===== config.mk =====
export PLATFORM = sky130hd
export DESIGN_NAME = io_out_fifo
export DESIGN_NICKNAME = d
export VERILOG_FILES = /design/src/rtl/io_out_fifo.sv
export SDC_FILE = /design/constraint.sdc
export NUM_CORES = 1
export LEC_CHECK = 0
export CAP_MARGIN = 40
export CORE_MARGIN = 8
export CORE_UTILIZATION = 25
export CTS_BUF_LIST = sky130_fd_sc_hd__clkbuf_8
export DETAILED_ROUTE_END_ITERATION = 8
export PLACE_DENSITY_LB_ADDON = 0.15
export SLEW_MARGIN = 15
export SYNTH_ARGS = -nofsm -noshare
export SYNTH_HDL_FRONTEND = slang
export SYNTH_SLANG_ARGS = --single-unit
export TNS_END_PERCENT = 10

===== constraint.sdc =====
create_clock -name clk -period 6.8 [get_ports clk]
set_clock_uncertainty 0.2 [all_clocks]
set_input_delay 2.04 -clock clk [delete_from_list [all_inputs] [get_ports clk]]
set_output_delay 2.04 -clock clk [all_outputs]
set_load 0.01 [all_outputs]

===== src/rtl/io_out_fifo.sv =====
// rtl/io_out_fifo.sv - cpu output-port FIFO with first-word fall-through and sticky overflow
module io_out_fifo #(
    parameter int DATA_W = 8,
    parameter int DEPTH  = 4,
    parameter int ADDR_W = 2
) (
    input  logic              clk,
    input  logic              reset,
    input  logic              wr_en,
    input  logic [DATA_W-1:0] wr_data,
    input  logic              clr_ovf,
    output logic              full,
    output logic [ADDR_W:0]   count,
    output logic              overflow,
    output logic              out_valid,
    output logic [DATA_W-1:0] out_data,
    input  logic              out_ready
);

    localparam logic [ADDR_W:0] FULL_COUNT = (ADDR_W + 1)'(DEPTH);

    logic [DATA_W-1:0] mem [DEPTH];
    logic [ADDR_W-1:0] wr_ptr;
    logic [ADDR_W-1:0] rd_ptr;
    logic [ADDR_W:0]   count_q;
    logic              ovf_q;
    logic              pop;
    logic              push;

    // Status and head word come only from registered state, never from wr_en.
    assign full      = (count_q == FULL_COUNT);
    assign count     = count_q;
    assign overflow  = ovf_q;
    assign out_valid = (count_q != '0);
    assign out_data  = out_valid ? mem[rd_ptr] : '0;

    // A full FIFO still takes a write when the head leaves in the same cycle.
    assign pop  = out_valid & out_ready;
    assign push = wr_en & (~full | pop);

    // Storage is not cleared on reset; reset only blocks the write.
    always_ff @(posedge clk) begin
        if (!reset && push) begin
            mem[wr_ptr] <= wr_data;
        end
    end

    // Pointers roll over naturally because DEPTH is a power of two.
    always_ff @(posedge clk) begin
        if (reset) begin
            wr_ptr <= '0;
            rd_ptr <= '0;
        end else begin
            if (push) wr_ptr <= wr_ptr + 1'b1;
            if (pop)  rd_ptr <= rd_ptr + 1'b1;
        end
    end

    // Occupancy moves only when exactly one of push/pop happens.
    always_ff @(posedge clk) begin
        if (reset) begin
            count_q <= '0;
        end else begin
            case ({push, pop})
                2'b10:   count_q <= count_q + 1'b1;
                2'b01:   count_q <= count_q - 1'b1;
                default: count_q <= count_q;
            endcase
        end
    end

    // Sticky drop flag; a new drop outranks a clear in the same cycle.
    always_ff @(posedge clk) begin
        if (reset) begin
            ovf_q <= 1'b0;
        end else if (wr_en && full && !pop) begin
            ovf_q <= 1'b1;
        end else if (clr_ovf) begin
            ovf_q <= 1'b0;
        end
    end

endmodule


# After elaboration in Yosys (flattened, before gate mapping)
# Memories as Yosys holds them, arrays and structs flattened. A register that Yosys moved wholly into a read port is not among the register bits.
# Cells that the tools add are included.
# totals
register_bits,8
latch_bits,0
ramBits,32
rom_bits,0
out_inout_bits,14
mem_count,1
# classes
add_sub_neg,4
multipliers,0
div_mod_pow,0
n_lt_le_gt_ge,0
n_eq_ne,3
shift,0
n_mux,8
bitwise,4
n_reduce_logical,8
# memory_table
memory,depth,width,rd,rd_clocked_by_memory_dff,wr,line,source
mem,4,8,1,1,1,22,logic [DATA_W-1:0] mem [DEPTH];
# op_table
op,n
$mux 8,1
$pmux 3 s2,1
$add 2x1->2 const B,2
$mux 1,4
$mux 2,2
$reduce_bool 2->1,2
$add 3x1->3 const B,1
$eq 3x3->1 const B,1
$logic_and 1x1->1,3
$reduce_bool 3->1,1
$sub 3x1->3 const B,1
$and 1x1->1,2
$eq 2x1->1 const B,1
$eq 2x2->1 const B,1
$logic_not 1->1,2
$not 1->1,1
$or 1x1->1,1

# Longest topological paths before layout
# Gate-level depths: netlist of run 1.
# depth
word_depth,7
depth_mapped,7
mapped_depth_nobuf,6

# Worst setup path before layout of run 1
# Ideal clock, no wire load.
# synth_path
kind,input port to flip-flop
start,input out_ready
end,"memory mem[0][0], enable pin"
arrival_time_ns,3.261
required_time_ns,6.215
setup_slack_ns,2.954
stages,4
path_buffers,1
cell_sequence,clkbuf_1 > nor4b_2 > nand2b_1 > nor3b_1
# synth_via
elab_chain_len,6
# synth_rtl
element,line,source
start: declaration,17,input logic out_ready
$and 1x1->1,38,assign pop = out_valid & out_ready;
$or 1x1->1,39,assign push = wr_en & (~full | pop);
$and 1x1->1,39,
$logic_and 1x1->1,43,if (!reset && push) begin
$mux 1,43,
$mux 1 (implied by the code),44,mem[wr_ptr] <= wr_data;
end: declaration,22,
# Every way passes these cells.

==> results by group, run 1 <==
Run status
  – Status: finished, final reports clean

Logic synthesis
  – Yosys cell types: 30
  – Synth area leaders: edfxtp_1 (53%), dfxtp_1 (11%), mux4_2 (9.9%)
  – Main flop type after synthesis: edfxtp_1
  – Syn Nets: 139
  – Cell taking the most area after synthesis: edfxtp_1
  – Synth Warn #: 0
  – Post-synthesis sequential area ratio: 63.8%
  – #FFs+latches synth: 42
  – Commonest cells post-synth: edfxtp_1 (32), nor2_1 (13), dfxtp_1 (10), nor2b_1 (10), mux4_2 (8)
  – Synthesized area per cell: 15.0 um^2
  – Count leader, synth: edfxtp_1
  – Ys async rst share: 0%
  – Mapped Cells: 121
  – Post-synth EDFFs: 32
  – Synthesized cell area: 0.00182 mm^2
  – Top-area cell type share of the netlist area: 52.8%

Route
  – Initial DRC count: 71
  – Via density: 4.10
  – Wirelength per Cell: 14.5 um
  – Total wire length: 3630 um
  – # DRC: 0
  – Via Count: 1028
  – Remaining antenna violation count: 0
  – Drt first pass iters: 4

Floorplanning
  – Die Span Y: 101 um
  – Die footprint: 0.0103 mm^2
  – # rows: 31
  – Core area: 0.00714 mm^2
  – I/O pin total: 27
  – Initial Util: 25.5%
  – Die X: 101 um

GRT
  – Largest net degree at the start of global routing: 18
  – First-pass GRT wire length: 5920 um
  – Initial antenna violation count: 0
  – GR Util All Layers: 7.88%
  – Total gr overflow: 0
  – Number of global-route vias before repair: 1111

Setup path
  – Critical path required time: 4.56 ns
  – Slowest cell on the critical path: dfxtp_1
  – Worst path max stage delay: 0.68 ns
  – Arrival @ worst endpoint: 2.18 ns
  – Worst setup EP type: output pin
  – CP Class: flip-flop to output pin
  – Crit-path max FO: 8
  – Worst R2R Start: count[2]
  – WP buf/inv: 1
  – Crit start category: flip-flop
  – Cell family with most CP delay: flip-flops
  – CP cell instances: mux4_2 -> nor2b_1 -> clkdlybuf4s50_1

Placed design
  – Placed inst area: 0.00221 mm^2
  – Detailed Place HPWL: 2560 um
  – Placed Cells: 243
  – IO buf count: 26
  – GPL Wtd Cong: 0.707

Timing
  – Min Tclk post-route: 4.42 ns
  – Setup TNS Final: 0 ns
  – RSZ-0062 raised after global routing: no
  – FMAX: 226 MHz
  – Worst-Margin Slew: 0.773 ns
  – Worst slew margin: 48.3%
  – Max-slew violations: 0
  – Hold_ws: 0.336 ns
  – Final Cycle Share: 65.0%
  – Setup violations, final: 0
  – Fin. Hold Viols: 0

Clocking
  – Cts repair resizes: 0
  – Root buf cell: clkbuf_8
  – Clk slew on worst S/H paths: 0.08 ns
  – TritonCTS buffer count: 5
  – Max clock buf depth: 2
  – Total clock sinks: 42
  – CTS tree: yes
  – Hold_buf cts: 0
  – Htree depth: 2
  – Clk Latency, worst-skew pair: 0.29 ns
  – Post-CTS Setup Inserts: 0

Hold path
  – Hold Crit Class: flip-flop to flip-flop
  – HP Start: wr_ptr[1]

Power
  – Lkg Pwr: 0.768 nW
  – Power, Total: 0.768 mW
  – PD cells: 331 mW/mm^2
  – Worst vdd ir: 107 uV

Layout
  – ANT cells: 0
  – Layout area overhead: 27.4%
  – Fin cells: 251
  – Layout cells sized above 1: 15.8%
  – Layout Nets: 169
  – Final instance area: 0.00232 mm^2

Job
  – Max Cap Viol: 0
-- cells by family (layout without fill, tap and decap cells) --
logic type	Yosys count	in the layout	share of synthesized area, %
mux	12	12	12.3
simple gates	38	38	12.0
compound gates	8	8	3.64
flops	42	42	63.8
xor+xnor	3	3	1.44
buf+inv	13	44	2.96
fa+ha+maj	5	5	3.85
-- power breakdown --
part / leakage (nW) / internal, mW / switching [mW]
Combinational: 0.337 / 0.139 / 0.0961
Sequential: 0.372 / 0.298 / 0.0358
Clock: 0.0585 / 0.110 / 0.0880
-- per-stage QoR --
step	util, %	worst slack [ns]
final	32.5	2.38
after global routing	32.5	2.21
after CTS	32.5	2.30
after detailed placement	30.9	2.33
after global placement	30.9	2.38
after floorplan	-	2.95
-- metal layers --
metal	vias to the layer above	GRT usage, %	part of all wire, %	routed length (um)
met4	0	4.12	2.3	82
met1	497	9.74	47	1720
li1	501	-	-	-
met3	8	2.54	4.5	163
met5	-	0	0	0
met2	22	12.0	46	1660
-- final timing paths --
path	slack (ns)	end	cells after the start
max	2.38	out_data[4]	3
min	0.34	wr_ptr[1]	2
max reg2reg	4.52	mem[3][5]	4
min reg2reg	0.34	wr_ptr[1]	2
-- worst register-to-register path, cell delays in order, from the launching register on --
cell      delay, ns
dfxtp_1        0.41
nor4b_2        0.22
nand2b_1       0.21
nor3b_1        0.68
buf_4          0.27
-- registers in the layout (all words and copies together), names as in the netlist, named ones only --
name	cells
overflow	1
mem	32
count	3
rd_ptr	2
wr_ptr	2
-- cell usage in the layout, fill, tap and decap left out, types with 2 or more instances in the layout --
master / instances
nand2b_1: 5
xor2_1: 2
mux4_2: 8
buf_4: 5
mux2_1: 3
dfxtp_1: 10
ha_1: 4
inv_1: 5
nor2b_1: 10
nor2_1: 13
clkbuf_8: 5
clkdlybuf4s50_1: 26
nor3b_1: 4
edfxtp_1: 32
-- layout make-up --
| class | instances | area, um^2 |
|---|---|---|
| inverter | 5 | 18.8 |
| fill | 721 | 4820 |
| sequential | 42 | 1160 |
| clock inverter | 3 | 43.8 |
| timing repair buffer | 31 | 298 |
| multi-input combinational | 66 | 606 |
| tap | 99 | 124 |
| clock buffer | 5 | 68.8 |
Power figures use the tool's default switching activity.
==> inputs of run 2 (changes only) <==
clock period = 4.6 ns   (was 6.8 ns; I/O delays follow)
==> results by group, run 2 (same netlist as run 1, synthesis figures left out) <==
Layout
  – Layout cells sized above 1: 15.1% (was 15.8%)
  – Number of flip-flops in the largest register: 32 (unchanged)
  – Largest register by flop count: mem (unchanged)
  – Layout area overhead: 25.9% (was 27.4%)
  – Layout Nets: 169 (unchanged)
  – ANT cells: 0 (unchanged)
  – Commonest non-fill, non-tap cell in the layout: edfxtp_1 (unchanged)
  – Final instance area: 0.00229 mm^2 (was 0.00232 mm^2)
  – Most frequent cells in the layout: edfxtp_1 (32), clkdlybuf4s50_1 (26), nor2_1 (13) (unchanged)
  – Fin util: 32.1% (was 32.5%)

Timing
  – Setup violations, final: 0 (unchanged)
  – RSZ-0062 raised after global routing: no (unchanged)
  – Max-slew violations: 0 (unchanged)
  – Worst slew margin: 58.5% (was 48.3%)
  – Fin worst setup slack: 0.782 ns (was 2.38 ns)
  – Setup TNS Final: 0 ns (unchanged)
  – Min Tclk post-route: 3.82 ns
  – Fin. Hold Viols: 0 (unchanged)
  – FMAX: 262 MHz
  – Final Cycle Share: 83.0%
  – Worst-Margin Slew: 0.622 ns (was 0.773 ns)

Power
  – Sw Pwr: 0.323 mW (was 0.220 mW)
  – Clock Power Share: 21.3% (was 25.8%)
  – Worst vdd ir: 137 uV (was 107 uV)
  – PD cells: 469 mW/mm^2 (was 331 mW/mm^2)
  – Comb pwr share: 32.6% (was 30.7%)
  – Lkg Pwr: 0.751 nW (was 0.768 nW)
  – Switch share: 30.1% (was 28.6%)
  – Sequential power share: 46.1% (was 43.5%)
  – Pint: 0.751 mW (was 0.548 mW)

Setup path
  – Crit start category: flip-flop (unchanged)
  – WP buf/inv: 1 (unchanged)
  – Worst setup EP type: output pin (unchanged)
  – Slowest cell on the critical path: dfxtp_1 (unchanged)
  – CP cell instances: mux4_2 -> nor2b_1 -> clkdlybuf4s50_1 (unchanged)
  – Worst path max stage delay: 0.72 ns (was 0.68 ns)
  – Cell family with most CP delay: flip-flops (unchanged)
  – Critical path required time: 3.02 ns (was 4.56 ns)
  – Arrival @ worst endpoint: 2.24 ns (was 2.18 ns)
  – Crit-path max FO: 8 (unchanged)
  – CP Class: flip-flop to output pin (unchanged)

Hold path
  – Hold Crit Class: flip-flop to flip-flop (unchanged)

GRT
  – Initial antenna violation count: 0 (unchanged)
  – First-pass GRT wire length: 5730 um (was 5920 um)
  – Largest net degree at the start of global routing: 18 (unchanged)
  – GR Util All Layers: 7.61% (was 7.88%)
  – Number of global-route vias before repair: 1060 (was 1111)
  – Total gr overflow: 0 (unchanged)

Clocking
  – Total clock sinks: 42 (unchanged)
  – TritonCTS buffer count: 5 (unchanged)
  – Clk slew on worst S/H paths: 0.08 ns (about the same)
  – Hold_buf cts: 0 (unchanged)
  – Max clock buf depth: 2 (unchanged)
  – CTS tree: yes (unchanged)
  – Root buf cell: clkbuf_8 (unchanged)
  – Post-CTS Setup Inserts: 0 (unchanged)
  – Clk Latency, worst-skew pair: 0.29 ns (about the same)
  – Cts repair resizes: 0 (unchanged)
  – Htree depth: 2 (unchanged)

Route
  – Initial DRC count: 50 (was 71)
  – Via density: 4.06 (was 4.10)
  – Remaining antenna violation count: 0 (unchanged)
  – # DRC: 0 (unchanged)
  – Wirelength per Cell: 14.3 um (was 14.5 um)
  – Via Count: 1018 (was 1028)
  – Drt first pass iters: 4 (unchanged)
  – Total wire length: 3580 um (was 3630 um)

Placed design
  – Detailed Place HPWL: 2470 um (was 2560 um)
  – GPL Wtd Cong: 0.690 (was 0.707)
  – Placed inst area: 0.00221 mm^2 (unchanged)
  – Pre-CTS setup slack: 0.883 ns (was 2.33 ns)
  – IO buf count: 26 (unchanged)

Floorplanning
  – Die X: 101 um (unchanged)
  – I/O pin total: 27 (unchanged)
  – Die footprint: 0.0103 mm^2 (unchanged)
  – Die Span Y: 101 um (unchanged)
  – # rows: 31 (unchanged)
  – Core area: 0.00714 mm^2 (unchanged)
  – Initial Util: 25.5% (unchanged)

Run status
  – Status: finished, final reports clean (unchanged)

Job
  – Max Cap Viol: 0 (unchanged)
-- run 2: metal layers --
layer	vias to the layer above	wire, um	part of all wire, %	global-route usage [%]
li1	498	-	-	-
met1	492	1710	48	9.52
met2	23	1650	46	11.8
met3	5	158	4.4	2.47
met4	0	55	1.5	3.09
met5	-	0	0	0
-- run 2: power groups by stage --
stage	Sequential, mW	Combinational [mW]	Clock [mW]
2_1_floorplan	0.467	0.226	0
3_3_place_gp	0.506	0.354	0
3_5_place_dp	0.509	0.359	0
4_1_cts	0.501	0.360	0.234
5_1_grt	0.508	0.384	0.251
6_report	0.496	0.350	0.228
-- run 2: path summary, 6_finish.rpt --
check             from          end  slack, ns  depth (start not counted)
max          flip-flop  out_data[4]       0.78                          3
min reg2reg  wr_ptr[1]    wr_ptr[1]       0.32                          2
min          wr_ptr[1]    wr_ptr[1]       0.32                          2
max reg2reg   count[2]     count[2]       2.42                          6
-- run 2: tightest hold or removal path, stage by stage (launching register included) --
cell	delay, ns
dfxtp_1	0.35
nand2b_1	0.08
mux2i_1	0.06
-- run 2: final cells by class --
class | count | area, um^2
clock buffer | 5 | 68.8
clock inverter | 3 | 16.3
fill | 745 | 4840
inverter | 5 | 18.8
multi-input combinational | 66 | 606
sequential | 42 | 1160
tap | 99 | 124
timing repair buffer | 31 | 298
-- run 2: stage by stage --
stage               cells  total power, mW  hold slack, ns
floorplan             121            0.693           0.282
global placement      243            0.860           0.300
detailed placement    243            0.868           0.311
CTS                   251             1.09           0.330
global route          251             1.14           0.387
finish                251             1.07           0.323
==> inputs of run 3 (changes only) <==
clock period = 3.3 ns   (was 4.6 ns; I/O delays follow)
==> results by group, run 3 (same netlist as run 1, synthesis figures left out) <==
Run status
  – Status: finished, final reports clean (unchanged)

Route
  – Drt first pass iters: 4 (unchanged)
  – # DRC: 0 (unchanged)
  – Remaining antenna violation count: 0 (unchanged)
  – Total wire length: 3570 um (was 3580 um)
  – Wirelength per Cell: 14.1 um (was 14.3 um)
  – Via density: 4.09 (was 4.06)
  – Via Count: 1039 (was 1018)
  – Initial DRC count: 38 (was 50)

Layout
  – Layout cells sized above 1: 16.1% (was 15.1%)
  – Fin util: 32.7% (was 32.1%)
  – Layout Nets: 172 (was 169)
  – Most frequent cells in the layout: edfxtp_1 (32), clkdlybuf4s50_1 (26), nor2_1 (13) (unchanged)
  – Commonest non-fill, non-tap cell in the layout: edfxtp_1 (unchanged)
  – Final instance area: 0.00234 mm^2 (was 0.00229 mm^2)
  – Number of flip-flops in the largest register: 32 (unchanged)
  – Layout area overhead: 28.3% (was 25.9%)
  – Fin cells: 254 (was 251)
  – Largest register by flop count: mem (unchanged)
  – ANT cells: 0 (unchanged)

Clocking
  – TritonCTS buffer count: 5 (unchanged)
  – Total clock sinks: 42 (unchanged)
  – Hold_buf cts: 0 (unchanged)
  – Clk slew on worst S/H paths: 0.08 ns (about the same)
  – Post-CTS Setup Inserts: 0 (unchanged)
  – Max clock buf depth: 2 (unchanged)
  – Htree depth: 2 (unchanged)
  – Cts repair resizes: 0 (unchanged)
  – Clk Latency, worst-skew pair: 0.28 ns (was 0.29 ns)
  – Root buf cell: clkbuf_8 (unchanged)
  – CTS tree: yes (unchanged)

Power
  – Lkg Pwr: 0.781 nW (was 0.751 nW)
  – Power, Total: 1.57 mW (was 1.07 mW)
  – PD cells: 674 mW/mm^2 (was 469 mW/mm^2)
  – Pint: 1.13 mW (was 0.751 mW)
  – Sequential power share: 42.2% (was 46.1%)
  – Switch share: 28.0% (was 30.1%)
  – Clock Power Share: 24.4% (was 21.3%)
  – Sw Pwr: 0.441 mW (was 0.323 mW)
  – Comb pwr share: 33.4% (was 32.6%)
  – Worst vdd ir: 181 uV (was 137 uV)

Timing
  – Worst slew margin: 61.8% (was 58.5%)
  – FMAX: 319 MHz
  – Fin worst setup slack: 0.162 ns (was 0.782 ns)
  – RSZ-0062 raised after global routing: no (unchanged)
  – Setup violations, final: 0 (unchanged)
  – Hold_ws: 0.327 ns (was 0.323 ns)
  – Max-slew violations: 0 (unchanged)
  – Fin. Hold Viols: 0 (unchanged)
  – Worst-Margin Slew: 0.571 ns (was 0.622 ns)
  – Final Cycle Share: 95.1%
  – Setup TNS Final: 0 ns (unchanged)
  – Min Tclk post-route: 3.14 ns

Setup path
  – CP Class: flip-flop to output pin (unchanged)
  – Arrival @ worst endpoint: 1.95 ns (was 2.24 ns)
  – Worst setup EP type: output pin (unchanged)
  – R2R setup slack: 1.14 ns (was 2.42 ns)
  – Crit-path max FO: 8 (unchanged)
  – Critical path required time: 2.11 ns (was 3.02 ns)
  – Crit start category: flip-flop (unchanged)
  – Worst R2R Start: count[2] (unchanged)
  – Capturing point of the worst reg2reg path: count[2] (unchanged)
  – Worst r2r path cells: 6 (unchanged)

GRT
  – Number of global-route vias before repair: 1062 (was 1060)
  – Initial antenna violation count: 0 (unchanged)
  – First-pass GRT wire length: 5830 um (was 5730 um)
  – Largest net degree at the start of global routing: 18 (unchanged)
  – Total gr overflow: 0 (unchanged)
  – GR Util All Layers: 7.68% (was 7.61%)

Floorplanning
  – Core area: 0.00714 mm^2 (unchanged)
  – Die X: 101 um (unchanged)
  – Die Span Y: 101 um (unchanged)
  – # rows: 31 (unchanged)
  – Initial Util: 25.5% (unchanged)
  – Die footprint: 0.0103 mm^2 (unchanged)
  – I/O pin total: 27 (unchanged)

Hold path
  – HP Start: wr_ptr[1] (unchanged)
  – WHS Endpoint: wr_ptr[1] (unchanged)
  – Worst Hold Depth: 2 (unchanged)
  – Hold Crit Class: flip-flop to flip-flop (unchanged)

Placed design
  – Placed Cells: 246 (was 243)
  – IO buf count: 26 (unchanged)
  – GPL Wtd Cong: 0.742 (was 0.690)
  – Placed inst area: 0.00223 mm^2 (was 0.00221 mm^2)
  – Pre-CTS setup slack: 0.244 ns (was 0.883 ns)
  – Detailed Place HPWL: 2460 um (was 2470 um)

Job
  – Max Cap Viol: 0 (unchanged)
==> run 3: routing by layer <==
| metal | vias up | part of all wire (%) | GRT usage [%] |
|---|---|---|---|
| li1 | 502 | - | - |
| met1 | 507 | 47 | 9.66 |
| met2 | 24 | 48 | 11.9 |
| met3 | 6 | 3.6 | 2.27 |
| met4 | 0 | 1.7 | 3.44 |
| met5 | - | 0 | 0 |
==> run 3: worst max-delay path: stages (launching register included) <==
cell	delay [ns]
dfxtp_1	0.31
buf_4	0.21
mux4_2	0.51
nor2b_1	0.15
clkdlybuf4s50_1	0.48
==> run 3: power groups by stage <==
stage          registers, mW  logic (mW)  clock network (mW)
3_5_place_dp           0.676       0.542                   0
5_1_grt                0.671       0.581               0.424
6_report               0.664       0.526               0.384
3_3_place_gp           0.675       0.534                   0
4_1_cts                0.665       0.544               0.397
2_1_floorplan          0.651       0.315                   0
==> run 3: how the worst max path moves through the flow <==
stage / from / cells past startpoint / endpoint
3_3_place_gp: out_ready / 7 / count[2]
6_report: flip-flop / 4 / out_data[0]
2_1_floorplan: out_ready / 4 / mem[2][0]
5_1_grt: flip-flop / 4 / out_data[0]
4_1_cts: flip-flop / 4 / out_data[6]
3_5_place_dp: out_ready / 7 / count[2]
==> run 3: final cells by class <==
class | count | area (um^2)
Tap cell | 99 | 124
Timing Repair Buffer | 34 | 320
Multi-Input combinational cell | 66 | 606
Clock inverter | 3 | 37.5
Sequential cell | 42 | 1160
Fill cell | 726 | 4800
Clock buffer | 5 | 68.8
Inverter | 5 | 18.8
